--- src/rtl/moore_seq_detector.sv ---
// Moore-style serial pattern detector with a runtime-loadable PAT_LEN-bit pattern,
// overlap / non-overlap modes and a saturating match counter.
module moore_seq_detector #(
    parameter int PAT_LEN = 4,
    parameter int CNT_W   = 4,
    parameter int SW      = $clog2(PAT_LEN + 1)
) (
    input  logic               clk,
    input  logic               rst_n,
    input  logic               x_in,
    input  logic               x_valid,
    input  logic               overlap,
    input  logic               pat_load,
    input  logic [PAT_LEN-1:0] pat_data,
    input  logic               clr_cnt,
    output logic [SW-1:0]      state,
    output logic               match,
    output logic [CNT_W-1:0]   match_cnt
);

    logic [PAT_LEN-1:0] pat;
    logic [PAT_LEN-1:0] hist;      // hist[0] is the most recent accepted bit
    logic [PAT_LEN-1:0] h_base;
    logic [PAT_LEN-1:0] h_new;
    logic [SW-1:0]      nxt_state;
    logic               restart;
    logic               hit;
    logic               nxt_full;
    int                 cur;
    int                 lim;

    // Longest suffix of the new history that is also a pattern prefix, capped at
    // one more than the bits already matched.
    always_comb begin
        cur       = int'(state);
        restart   = (cur == PAT_LEN) && !overlap;
        h_base    = restart ? '0 : hist;
        h_new     = {h_base[PAT_LEN-2:0], x_in};
        lim       = restart ? 1 : ((cur + 1 > PAT_LEN) ? PAT_LEN : cur + 1);
        nxt_state = '0;
        hit       = 1'b0;
        for (int j = 1; j <= PAT_LEN; j++) begin
            hit = (j <= lim);
            for (int i = 0; i < j; i++) begin
                if (h_new[j-1-i] != pat[i]) hit = 1'b0;
            end
            if (hit) nxt_state = SW'(j);
        end
        nxt_full = (nxt_state == SW'(PAT_LEN));
    end

    always_ff @(posedge clk or negedge rst_n) begin
        if (!rst_n) begin
            pat   <= '1;
            hist  <= '0;
            state <= '0;
            match <= 1'b0;
        end else if (pat_load) begin
            pat   <= pat_data;
            hist  <= '0;
            state <= '0;
            match <= 1'b0;
        end else if (x_valid) begin
            hist  <= h_new;
            state <= nxt_state;
            match <= nxt_full;
        end
    end

    // Clear wins over a same-cycle match entry; a load never touches the count.
    always_ff @(posedge clk or negedge rst_n) begin
        if (!rst_n) begin
            match_cnt <= '0;
        end else if (clr_cnt) begin
            match_cnt <= '0;
        end else if (x_valid && !pat_load && nxt_full && (match_cnt != '1)) begin
            match_cnt <= match_cnt + 1'b1;
        end
    end

endmodule

--- config.mk ---
export PLATFORM = sky130hd
export DESIGN_NAME = moore_seq_detector
export DESIGN_NICKNAME = d
export VERILOG_FILES = /design/src/rtl/moore_seq_detector.sv
export SDC_FILE = /design/constraint.sdc
export NUM_CORES = 1
export LEC_CHECK = 0
export CORE_ASPECT_RATIO = 0.75
export CORE_UTILIZATION = 52
export CTS_BUF_LIST = sky130_fd_sc_hd__clkbuf_8
export CTS_CLUSTER_DIAMETER = 60
export DETAILED_ROUTE_END_ITERATION = 10
export PLACE_DENSITY = 0.89
export SYNTH_ARGS = -nofsm -noshare
export SYNTH_HDL_FRONTEND = slang
export SYNTH_SLANG_ARGS = --single-unit
--- constraint.sdc ---
create_clock -name clk -period 4.5 [get_ports clk]
set_input_delay 1.125 -clock clk [delete_from_list [all_inputs] [get_ports clk]]
set_output_delay 1.125 -clock clk [all_outputs]
set_load 0.02 [all_outputs]
After elaboration in Yosys (flattened, before gate mapping) --
Index checks and enable logic that the tools add are counted.
Cells by class: $add $sub $neg 2, $lt $le $gt $ge 5, equal/unequal tests 13, multiplexer cells 25, reduce and logical (&&, ||, !) cells 8
Operator list (number):
- 32-bit by 4-bit greater-than comparator with 1-bit output, second input constant | 1
- 3-bit 2-to-1 mux | 7
- 4-bit 2-to-1 mux | 4
- 1-bit 2-to-1 mux | 13
- 1-bit != test | 10
- 2-bit by 4-bit <= comparator with 1-bit output, first input constant | 2
- 3-bit == test, second input constant | 2
- 3-bit by 1-bit adder with 4-bit output, second input constant | 1
- 4-bit by 1-bit adder with 4-bit output, second input constant | 1
- 1-bit by 4-bit <= comparator with 1-bit output, first input constant | 1
- 3-bit by 4-bit <= comparator with 1-bit output, first input constant | 1
- 1-bit logical AND | 4
- 4-bit != test, second input constant | 1
- 2-bit nonzero test | 2
- 1-bit zero test | 2
- 2-bit 2-to-1 mux | 1
Storage, ports and cells: flip-flop bits (word level) 15, output and inout bits 8

Longest topological paths before layout --
Gate-level depths: netlist of run 1.
depth in word-level cells 15, mapped depth 7

Least setup slack after synthesis of run 1 --
No wires, ideal clock.
path type input port to flip-flop, start input overlap, end register match_cnt[3], library setup time 0.128 ns, data arrival time 2.326 ns, data required time 4.372 ns, slack 2.046 ns, stages 5, cells stage by stage nand3b_2 > a21oi_2 > o211ai_2 > nor4_1 > mux2_1
On the way: word-level cells in the longest chain between the ends 13, elaborated cells between the ends (all ways) 32
RTL lines:
- start: declaration | line 12 | input logic overlap,
- 1-bit zero test (*) | line 36 | restart = (cur == PAT_LEN) && !overlap;
- 1-bit logical AND (*) | line 36
- 4-bit 2-to-1 mux / 3-bit 2-to-1 mux (equally long branches) | line 39, 37
- 1-bit by 4-bit <= comparator with 1-bit output (tied with other cells) | line 43 | hit = (j <= lim);
- 1-bit 2-to-1 mux | line 45 | if (h_new[j-1-i] != pat[i]) hit = 1'b0;
- 1-bit 2-to-1 mux (on tied branches) | line 47, 45
- 2-bit 2-to-1 mux / 1-bit 2-to-1 mux (equally long branches) | line 47, 45
- 3-bit 2-to-1 mux / 1-bit 2-to-1 mux (equally long branches) | line 47, 45
- 3-bit 2-to-1 mux (*) | line 47 | if (hit) nxt_state = SW'(j);
- 3-bit == test (*) | line 49 | nxt_full = (nxt_state == SW'(PAT_LEN));
- 1-bit logical AND (*) (2 in series) | line 76 | end else if (x_valid && !pat_load && nxt_full && (match_cnt != '1)) begin
- 2-bit nonzero test (no line) (*)
- end signal: assignment | line 77 | match_cnt <= match_cnt + 1'b1;
- end: declaration | line 18 | output logic [CNT_W-1:0] match_cnt
Every way passes the cells marked *; elsewhere a longest branch is shown, timed or not. A chain may end at the register's enable or synchronous reset.

Worst setup path after layout of run 1 --
Ends and elaborated chain as after synthesis.

==> results of run 1 <==
## layout by cell type (no fill, tap or decap), types with 2 or more instances in the layout
master           Yosys  routed
inv_1                6       6
a31oi_1              2       2
clkbuf_8             0       3
ha_1                 3       3
nand3_1              4       4
nand2_1             10      10
a21oi_1              6       6
nor2_1               7       7
mux2i_1              2       2
mux2_2               4       4
xnor2_1              5       5
o21ai_0              3       3
dfrtp_1             11      11
nor2b_1              3       3
clkdlybuf4s50_1      0      18
and3_1               3       3
dfstp_2              4       4
## layer usage
layer	GRT usage	up-vias	wire (um)
met5	0	-	0
met4	0.09868	0	23
met3	0.03788	2	43
met2	0.4146	19	1102
met1	0.2837	409	1025
li1	-	416	-
## flip-flops by register name, indices dropped and copies added (netlist names)
name       flops
pat            4
state          3
match_cnt      4
match          1
hist           3
## power by group
| part | total, W | switching, W | leakage [nW] | internal [W] |
|---|---|---|---|---|
| Combinational | 0.0000565 | 0.0000273 | 0.287 | 0.0000292 |
| Clock | 0.000107 | 0.0000462 | 0.0255 | 0.0000611 |
| Sequential | 0.000154 | 0.0000108 | 0.194 | 0.000144 |
## logic make-up after synthesis
family                   count (synthesis)  share of synthesized area
AO/OA/AOI/OAI                           26                     0.2032
flip-flops                              15                     0.3767
XOR/XNOR                                 6                    0.05204
buffers and inverters                   11                    0.04212
multiplexers                             8                    0.09045
AND/OR/NAND/NOR                         37                     0.1983
adder cells (fa/ha/maj)                  3                    0.03718
## metrics by stage
stage / instances / hold WS, ns / power (W) / setup slack, ns / utilization
detailed placement: 141 / 0.5333 / 0.0002123 / 1.443 / 0.6754
global route: 145 / 0.5922 / 0.0003313 / 1.536 / 0.7015
global placement: 141 / 0.5269 / 0.0002090 / 1.520 / 0.6754
finish: 145 / 0.5515 / 0.0003184 / 1.660 / 0.7015
CTS: 145 / 0.5554 / 0.0003194 / 1.683 / 0.7015
floorplan: 106 / 0.5182 / 0.0001900 / 2.047 / -
## layout make-up
class | count | area [um2] | area share
multi-input combinational | 80 | 586.8 | 0.4718
sequential | 15 | 380.4 | 0.3058
timing repair buffer | 18 | 180.2 | 0.1449
clock buffer | 3 | 41.29 | 0.03320
tap | 22 | 27.53 | 0.02213
inverter | 6 | 22.52 | 0.01811
clock inverter | 1 | 5.005 | 0.004024
## path summary, 6_finish.rpt
path                                      start                  endpoint  slack (ns)  cells past startpoint
setup / recovery                        overlap  match_cnt[3]$_DFFE_PN0P_        1.66                      6
hold / removal                match$_DFFE_PN0P_         match$_DFFE_PN0P_        0.55                      2
setup reg to reg           state[0]$_DFFE_PN0P_  match_cnt[3]$_DFFE_PN0P_        2.27                      7
hold reg to reg               match$_DFFE_PN0P_         match$_DFFE_PN0P_        0.55                      2
max in group asynchronous                 rst_n  match_cnt[3]$_DFFE_PN0P_        2.82                      1
min in group asynchronous                 rst_n  match_cnt[0]$_DFFE_PN0P_        1.27                      1
## worst reg2reg max path: cells and delay by family, from the launching register on
family / cells / cell delay [ns]
multiplexers: 1 / 0.36
adder cells (fa/ha/maj): 1 / 0.25
AND/OR/NAND/NOR: 2 / 0.55
flip-flops: 1 / 0.45
buffers and inverters: 1 / 0.09
AO/OA/AOI/OAI: 2 / 0.40
==> results.json, run 1 <==
{
  "syn_nets": 120,
  "synth-seq-cells": 15,
  "vias_per_cell": 5.834,
  "htreeDepth": 1,
  "cp_top_family": "simple AND/OR/NAND/NOR gates",
  "detail_route.wl_per_cell_um": 15.14,
  "die-area_um2": 2124,
  "synthFlopType": "dfrtp_1",
  "ys_seq_area_frac": 0.3767,
  "synth_area_leader_cell": "dfrtp_1",
  "worst-slew-pin-transition_ns": 0.6316,
  "grt_pass1_vias": 785,
  "synth_enable_flop_cells": 0,
  "yosys_warnings": 0,
  "synth.area.top_cells": "dfrtp_1 27%, dfstp_2 10%, mux2_2 4.5%, xnor2_1 4.3%, ha_1 3.7%",
  "skew_ns": 0.006511,
  "crit_type": "in2reg",
  "arrival_ns": 2.96,
  "leakage_nw": 0.5067,
  "area_delta_synth_final_pct": 23.17,
  "drive_gt1_frac": 0.1789,
  "drc_errors": 0,
  "n_fill_cell": 145,
  "endpoint_kind": "register",
  "chipWidth_um": 52.88,
  "drt-pass1-iter-count": 4,
  "clkTransAtPathRegs_ns": 0.06,
  "cts_resized": 0,
  "clock_sinks": 15,
  "grt_pass1_wl_um": 3429,
  "path_buf_inv": 1,
  "worstPathCellList": "clkdlybuf4s50_1 -> nand3b_2 -> a21oi_2 -> o211ai_2 -> nor4_1 -> mux2_1",
  "die_y_um": 40.16,
  "coreArea_um2": 1773,
  "insertion_delay_ns": 0.24,
  "slowest_stage": "clkdlybuf4s50_1",
  "hold_path.class": "reg2reg",
  "io_buffers": 18,
  "drtAntennaViolNets": 0,
  "max_freq_ghz": 0.3522,
  "fp-row-count": 13,
  "hold_viol_final": 0,
  "io_pins": 19,
  "cts_tree": "yes",
  "root_buffer": "clkbuf_8",
  "slowest_delay_ns": 0.45,
  "synth.cell_area_um2": 1010,
  "setup_tns_ns": 0,
  "report.final.setup_viol": 0,
  "post-route-min-period_ns": 2.840,
  "timing.slew.headroom": 0.5776,
  "numCtsBuffers": 3,
  "cap_violations": 0,
  "powerDensity_nw_per_um2": 256.0,
  "start_util": 0.5695,
  "synth_top_area_frac": 0.2726,
  "startpoint_type": "input port",
  "yosysMostFrequentCell": "dfrtp_1",
  "antennaDiodeCount": 0,
  "grt_max_degree": 16,
  "routed_wl_um": 2195,
  "nNetsFinal": 138,
  "dpl-instance-area_um2": 1197,
  "cts_hold_buf": 0,
  "overflow": 0,
  "ir_drop_mv": 0.3348,
  "cts_setup_buffers": 0,
  "synthTopCellsByCount": "11 x dfrtp_1, 10 x nand2_1, 7 x nor2_1, 6 x a21oi_1, 6 x inv_1",
  "rsz0062_at_grt": "false",
  "path_max_fanout": 9,
  "fin_crit_sh": 0.6310,
  "antenna_found_initial": 0,
  "outcome": "completed",
  "design_area_um2": 1244,
  "avgSynthCellArea_um2": 9.526,
  "synth_cells": 106,
  "gr-usage-all-layers": 0.2321,
  "dp_hpwl_um": 1668,
  "drt_iter0_drc": 28,
  "maxSlewViolCount": 0,
  "netlist-cell-type-count": 45,
  "dr_total_vias": 846,
  "worstPathRequired_ns": 4.62,
  "finalWeightedCongestion": 0.8821,
  "async_flop_share": 1.000,
  "clk_path_buf_depth": 2
}
(Power assumes the default switching activity.)
==> inputs of run 2 (changes only) <==
--- a/config.mk
+++ b/config.mk
@@ -6,11 +6,11 @@
 export NUM_CORES = 1
 export LEC_CHECK = 0
 export CORE_ASPECT_RATIO = 0.75
-export CORE_UTILIZATION = 52
+export CORE_UTILIZATION = 48
 export CTS_BUF_LIST = sky130_fd_sc_hd__clkbuf_8
 export CTS_CLUSTER_DIAMETER = 60
 export DETAILED_ROUTE_END_ITERATION = 10
-export PLACE_DENSITY = 0.89
+export PLACE_DENSITY = 0.86
 export SYNTH_ARGS = -nofsm -noshare
 export SYNTH_HDL_FRONTEND = slang
 export SYNTH_SLANG_ARGS = --single-unit
==> constraint.sdc (replaced) <==
create_clock -name clk -period 2.36 [get_ports clk]
set_input_delay 0.59 -clock clk [delete_from_list [all_inputs] [get_ports clk]]
set_output_delay 0.59 -clock clk [all_outputs]
set_load 0.02 [all_outputs]
==> results.json, run 2 (synthesis results as in run 1) <==
{
  "antennaDiodeCount": 0,
  "setup_tns_ns": 0,
  "die_y_um": 41.72,
  "detail_route.wl_per_cell_um": 14.80,
  "area_delta_synth_final_pct": 28.25,
  "rr_endpoint": "state[0]$_DFFE_PN0P_",
  "routed_wl_um": 2250,
  "p_sw_w": 0.0001635,
  "finalWorstSetupSlack_ns": 0.1343,
  "numCtsBuffers": 3,
  "vias_per_cell": 5.789,
  "preCtsSetupSlack_ns": -0.1238,
  "switching_share": 0.2673,
  "drtAntennaViolNets": 0,
  "insertion_delay_ns": 0.25,
  "maxSlewViolCount": 0,
  "max_freq_ghz": 0.4493,
  "cp_top_family": "simple AND/OR/NAND/NOR gates",
  "report.final.setup_viol": 0,
  "powerDensity_nw_per_um2": 472.4,
  "chipWidth_um": 54.96,
  "post-route-min-period_ns": 2.226,
  "hold_path.class": "reg2reg",
  "layout_commonest_cell": "clkdlybuf4s50_1",
  "rsz0062_at_grt": "false",
  "ir_drop_mv": 0.3629,
  "grt_pass1_vias": 848,
  "start_util": 0.5445,
  "final_cell_mix": "18 x clkdlybuf4s50_1, 11 x dfrtp_1, 10 x nand2_1",
  "drt_iter0_drc": 36,
  "coreArea_um2": 1854,
  "dp_hpwl_um": 1712,
  "post-route-util": 0.6984,
  "crit_type": "in2reg",
  "clock_sinks": 15,
  "cts_hold_buf": 0,
  "grt_pass1_wl_um": 3781,
  "cts_setup_buffers": 0,
  "worst_r2r_startpoint": "state[0]$_DFFE_PN0P_",
  "cts_resized": 0,
  "antenna_found_initial": 0,
  "fin_crit_sh": 0.9431,
  "arrival_ns": 2.38,
  "path_buf_inv": 2,
  "endpoint_kind": "register",
  "worstPathRequired_ns": 2.52,
  "p_seq_frac": 0.480,
  "timing.slew.headroom": 0.5654,
  "dr_total_vias": 880,
  "outcome": "completed",
  "worstPathCellList": "clkdlybuf4s50_1 -> nand3b_2 -> a21oi_2 -> o211ai_2 -> nor3_2 -> buf_4 -> mux2i_1",
  "clk_path_buf_depth": 2,
  "grt_max_degree": 16,
  "fp-row-count": 13,
  "gr-usage-all-layers": 0.2315,
  "startpoint_type": "input port",
  "path_max_fanout": 8,
  "clkPwrFrac": 0.338,
  "reg_top3": "match_cnt: 4 flops, pat: 4 flops",
  "whs_path_depth": 2,
  "slowest_delay_ns": 0.42,
  "n_fill_cell": 146,
  "hold_path_startpoint": "match$_DFFE_PN0P_",
  "htreeDepth": 1,
  "cts_tree": "yes",
  "hold_viol_final": 0,
  "skew_ns": 0.004638,
  "clkTransAtPathRegs_ns": 0.06,
  "io_pins": 19,
  "cap_violations": 0,
  "finalWeightedCongestion": 0.8124,
  "io_buffers": 18,
  "hold-path-endpoint": "match$_DFFE_PN0P_",
  "internal_power_w": 0.0004483,
  "worst-slew-pin-transition_ns": 0.6498,
  "leakage_nw": 0.5431,
  "drc_errors": 0,
  "die-area_um2": 2293,
  "drive_gt1_frac": 0.2154,
  "share_comb_of_total_power": 0.182,
  "slowest_stage": "clkdlybuf4s50_1",
  "nNetsFinal": 145,
  "root_buffer": "clkbuf_8",
  "drt-pass1-iter-count": 4,
  "r2r_setup_slack_ns": 0.17,
  "rr_worst_depth": 8,
  "hold_slack_ns": 0.5445,
  "overflow": 0
}
run 2: cell types whose count changed in the layout (fill, tap and decap cells not counted), sizes merged:
cell	before	now
buf	0	7
clkinv	1	0
inv	6	7
run 2: per-layer routing:
layer  global-route usage  vias to the layer above  routed length, um
met5                    0                        -                  0
met4              0.09000                        0                 44
met3              0.03297                        5                 63
met2               0.3614                       19               1118
met1               0.3178                      424               1024
li1                     -                      432                  -
run 2: power by group through the flow:
stage	clock, W	combinational, W	sequential [W]
6_report	0.000207	0.000111	0.000294
4_1_cts	0.000209	0.000112	0.000293
3_5_place_dp	0	0.000111	0.000298
3_3_place_gp	0	0.000106	0.000296
2_1_floorplan	0	0.0000740	0.000288
5_1_grt	0.000221	0.000123	0.000296
run 2: worst max-delay path by stage:
stage	to	start	cells past startpoint	slack, ns
5_1_grt	state[0]$_DFFE_PN0P_	state[0]$_DFFE_PN0P_	8	0.03
3_5_place_dp	state[0]$_DFFE_PN0P_	overlap	7	-0.12
3_3_place_gp	match_cnt[3]$_DFFE_PN0P_	overlap	6	-0.05
4_1_cts	state[0]$_DFFE_PN0P_	overlap	7	0.11
6_report	match_cnt[1]$_DFFE_PN0P_	overlap	7	0.13
2_1_floorplan	match_cnt[3]$_DFFE_PN0P_	state[0]$_DFFE_PN0P_	7	0.23
run 2: metrics by stage:
step | total power [W] | area [um2] | cells
after floorplan | 0.0003622 | 1010 | 106
after global placement | 0.0004028 | 1250 | 148
after detailed placement | 0.0004087 | 1250 | 148
after CTS | 0.0006142 | 1295 | 152
after global routing | 0.0006396 | 1295 | 152
final | 0.0006118 | 1295 | 152
run 2: tightest hold or removal path, delay by kind of cell (launching register included):
kind	cells	cell delay (ns)
AND/OR/NAND/NOR	1	0.07
AO/OA/AOI/OAI	1	0.06
flip-flops	1	0.38
run 2: area by class of cell:
cell class | instances | area (um2) | share of cell area
clock inverter | 1 | 3.754 | 0.002899
multi-input combinational | 80 | 586.8 | 0.4531
sequential | 15 | 380.4 | 0.2937
clock buffer | 3 | 41.29 | 0.03188
tap | 22 | 27.53 | 0.02126
timing repair buffer | 25 | 232.7 | 0.1797
inverter | 6 | 22.52 | 0.01739
==> inputs of run 3 (changes only) <==
--- a/config.mk
+++ b/config.mk
@@ -6,11 +6,12 @@
 export NUM_CORES = 1
 export LEC_CHECK = 0
 export CORE_ASPECT_RATIO = 0.75
-export CORE_UTILIZATION = 48
+export CORE_UTILIZATION = 52
 export CTS_BUF_LIST = sky130_fd_sc_hd__clkbuf_8
 export CTS_CLUSTER_DIAMETER = 60
 export DETAILED_ROUTE_END_ITERATION = 10
-export PLACE_DENSITY = 0.86
+export DONT_BUFFER_PORTS = 1
+export PLACE_DENSITY = 0.79
 export SYNTH_ARGS = -nofsm -noshare
 export SYNTH_HDL_FRONTEND = slang
 export SYNTH_SLANG_ARGS = --single-unit
==> results.json, run 3 (synthesis results as in run 1) <==
{
  "drive_gt1_frac": 0.2315,
  "worst-slew-pin-transition_ns": 0.4012,
  "grt_pass1_wl_um": 3381,
  "layout_commonest_cell": "dfrtp_1",
  "routed_wl_um": 2062,
  "skew_ns": 0.003924,
  "overflow": 0,
  "dp_hpwl_um": 1580,
  "hold_path.class": "in2async",
  "outcome": "completed",
  "clock_sinks": 15,
  "grt_max_degree": 16,
  "dpl-instance-area_um2": 1040,
  "area_delta_synth_final_pct": 7.559,
  "nNetsFinal": 123,
  "rsz0062_at_grt": "false",
  "ir_drop_mv": 0.6106,
  "reg_top3": "match_cnt: 4 flops, pat: 4 flops",
  "drc_errors": 0,
  "numCtsBuffers": 3,
  "cts_hold_buf": 0,
  "final_cell_mix": "11 x dfrtp_1, 10 x nand2_1, 7 x nor2_1",
  "r2r_setup_slack_ns": 0.22,
  "vias_per_cell": 6.154,
  "die_y_um": 40.16,
  "io_buffers": 0,
  "arrival_ns": 2.27,
  "worstPathRequired_ns": 2.49,
  "chipWidth_um": 52.88,
  "hold_viol_final": 0,
  "root_buffer": "clkbuf_8",
  "coreArea_um2": 1773,
  "drt_iter0_drc": 16,
  "leakage_nw": 0.4565,
  "design_area_um2": 1086,
  "start_util": 0.5695,
  "cts_resized": 0,
  "setup_tns_ns": 0,
  "timing.slew.headroom": 0.7256,
  "clkTransAtPathRegs_ns": 0.06,
  "cap_violations": 0,
  "post-route-min-period_ns": 2.142,
  "post-route-util": 0.6126,
  "detail_route.wl_per_cell_um": 15.86,
  "fp-row-count": 13,
  "insertion_delay_ns": 0.24,
  "finalWeightedCongestion": 0.7981,
  "drtAntennaViolNets": 0,
  "grt_pass1_vias": 765,
  "maxSlewViolCount": 0,
  "drt-pass1-iter-count": 4,
  "path_max_fanout": 6,
  "endpoint_kind": "register",
  "dr_total_vias": 800,
  "gr-usage-all-layers": 0.2328,
  "io_pins": 19,
  "antennaDiodeCount": 0,
  "powerDensity_nw_per_um2": 532.0,
  "htreeDepth": 1,
  "clk_path_buf_depth": 2,
  "cts_setup_buffers": 0,
  "report.final.setup_viol": 0,
  "max_freq_ghz": 0.4669,
  "fin_crit_sh": 0.9074,
  "die-area_um2": 2124,
  "antenna_found_initial": 0,
  "crit_type": "reg2reg",
  "cts_tree": "yes",
  "startpoint_type": "register"
}
-- run 3: power by group --
group / internal (W) / switching, W / total [W]
clock network: 0.000117 / 0.0000904 / 0.000207
registers: 0.000274 / 0.0000182 / 0.000292
logic: 0.0000405 / 0.0000379 / 0.0000785
total: 0.000431 / 0.000147 / 0.000578
-- run 3: worst paths after layout --
path,startpoint,endpoint,cells after the start
min in group clk,pat_load,match$_DFFE_PN0P_,1
worst max register to register,state[0]$_DFFE_PN0P_,match_cnt[3]$_DFFE_PN0P_,7
max in group asynchronous,rst_n,pat[0]$_DFFE_PN1P_,0
worst max-delay path,state[0]$_DFFE_PN0P_,match_cnt[3]$_DFFE_PN0P_,7
worst min register to register,hist[2]$_DFFE_PN0P_,hist[2]$_DFFE_PN0P_,2
worst min-delay path,rst_n,match_cnt[1]$_DFFE_PN0P_,0
-- run 3: area by class of cell --
cell class              count  area, um2
clock inverters             1      5.005
repair buffers              3      22.52
flip-flops and latches     15      380.4
fillers                   154      686.9
multi-input cells          80      586.8
inverters                   6      22.52
clock buffers               3      41.29
well taps                  22      27.53
-- run 3: worst max-delay path: stages (launching register included) --
cell and delay, ns:
dfrtp_1 0.41, inv_1 0.08, ha_1 0.23, and3b_1 0.24, a211oi_2 0.26, o21ai_2 0.15
nor4_1 0.31, mux2_1 0.35
-- run 3: per-stage QoR --
step / total power, W / cells / worst slack [ns] / hold WS (ns)
after CTS: 0.0005820 / 130 / 0.2076 / 0.03076
final: 0.0005778 / 130 / 0.2184 / 0.03359
after detailed placement: 0.0003752 / 126 / 0.2055 / 0.2947
after global routing: 0.0006023 / 130 / 0.04093 / 0.02273
after floorplan: 0.0003622 / 106 / 0.2307 / 0.2944
after global placement: 0.0003701 / 126 / 0.2983 / 0.2947
-- run 3: layer usage --
layer,up-vias,GRT usage,part of all wire
met5,-,0,0
met4,0,0.09211,0.013
met3,4,0.04924,0.043
met2,21,0.3892,0.48
met1,388,0.3005,0.46
li1,387,-,-
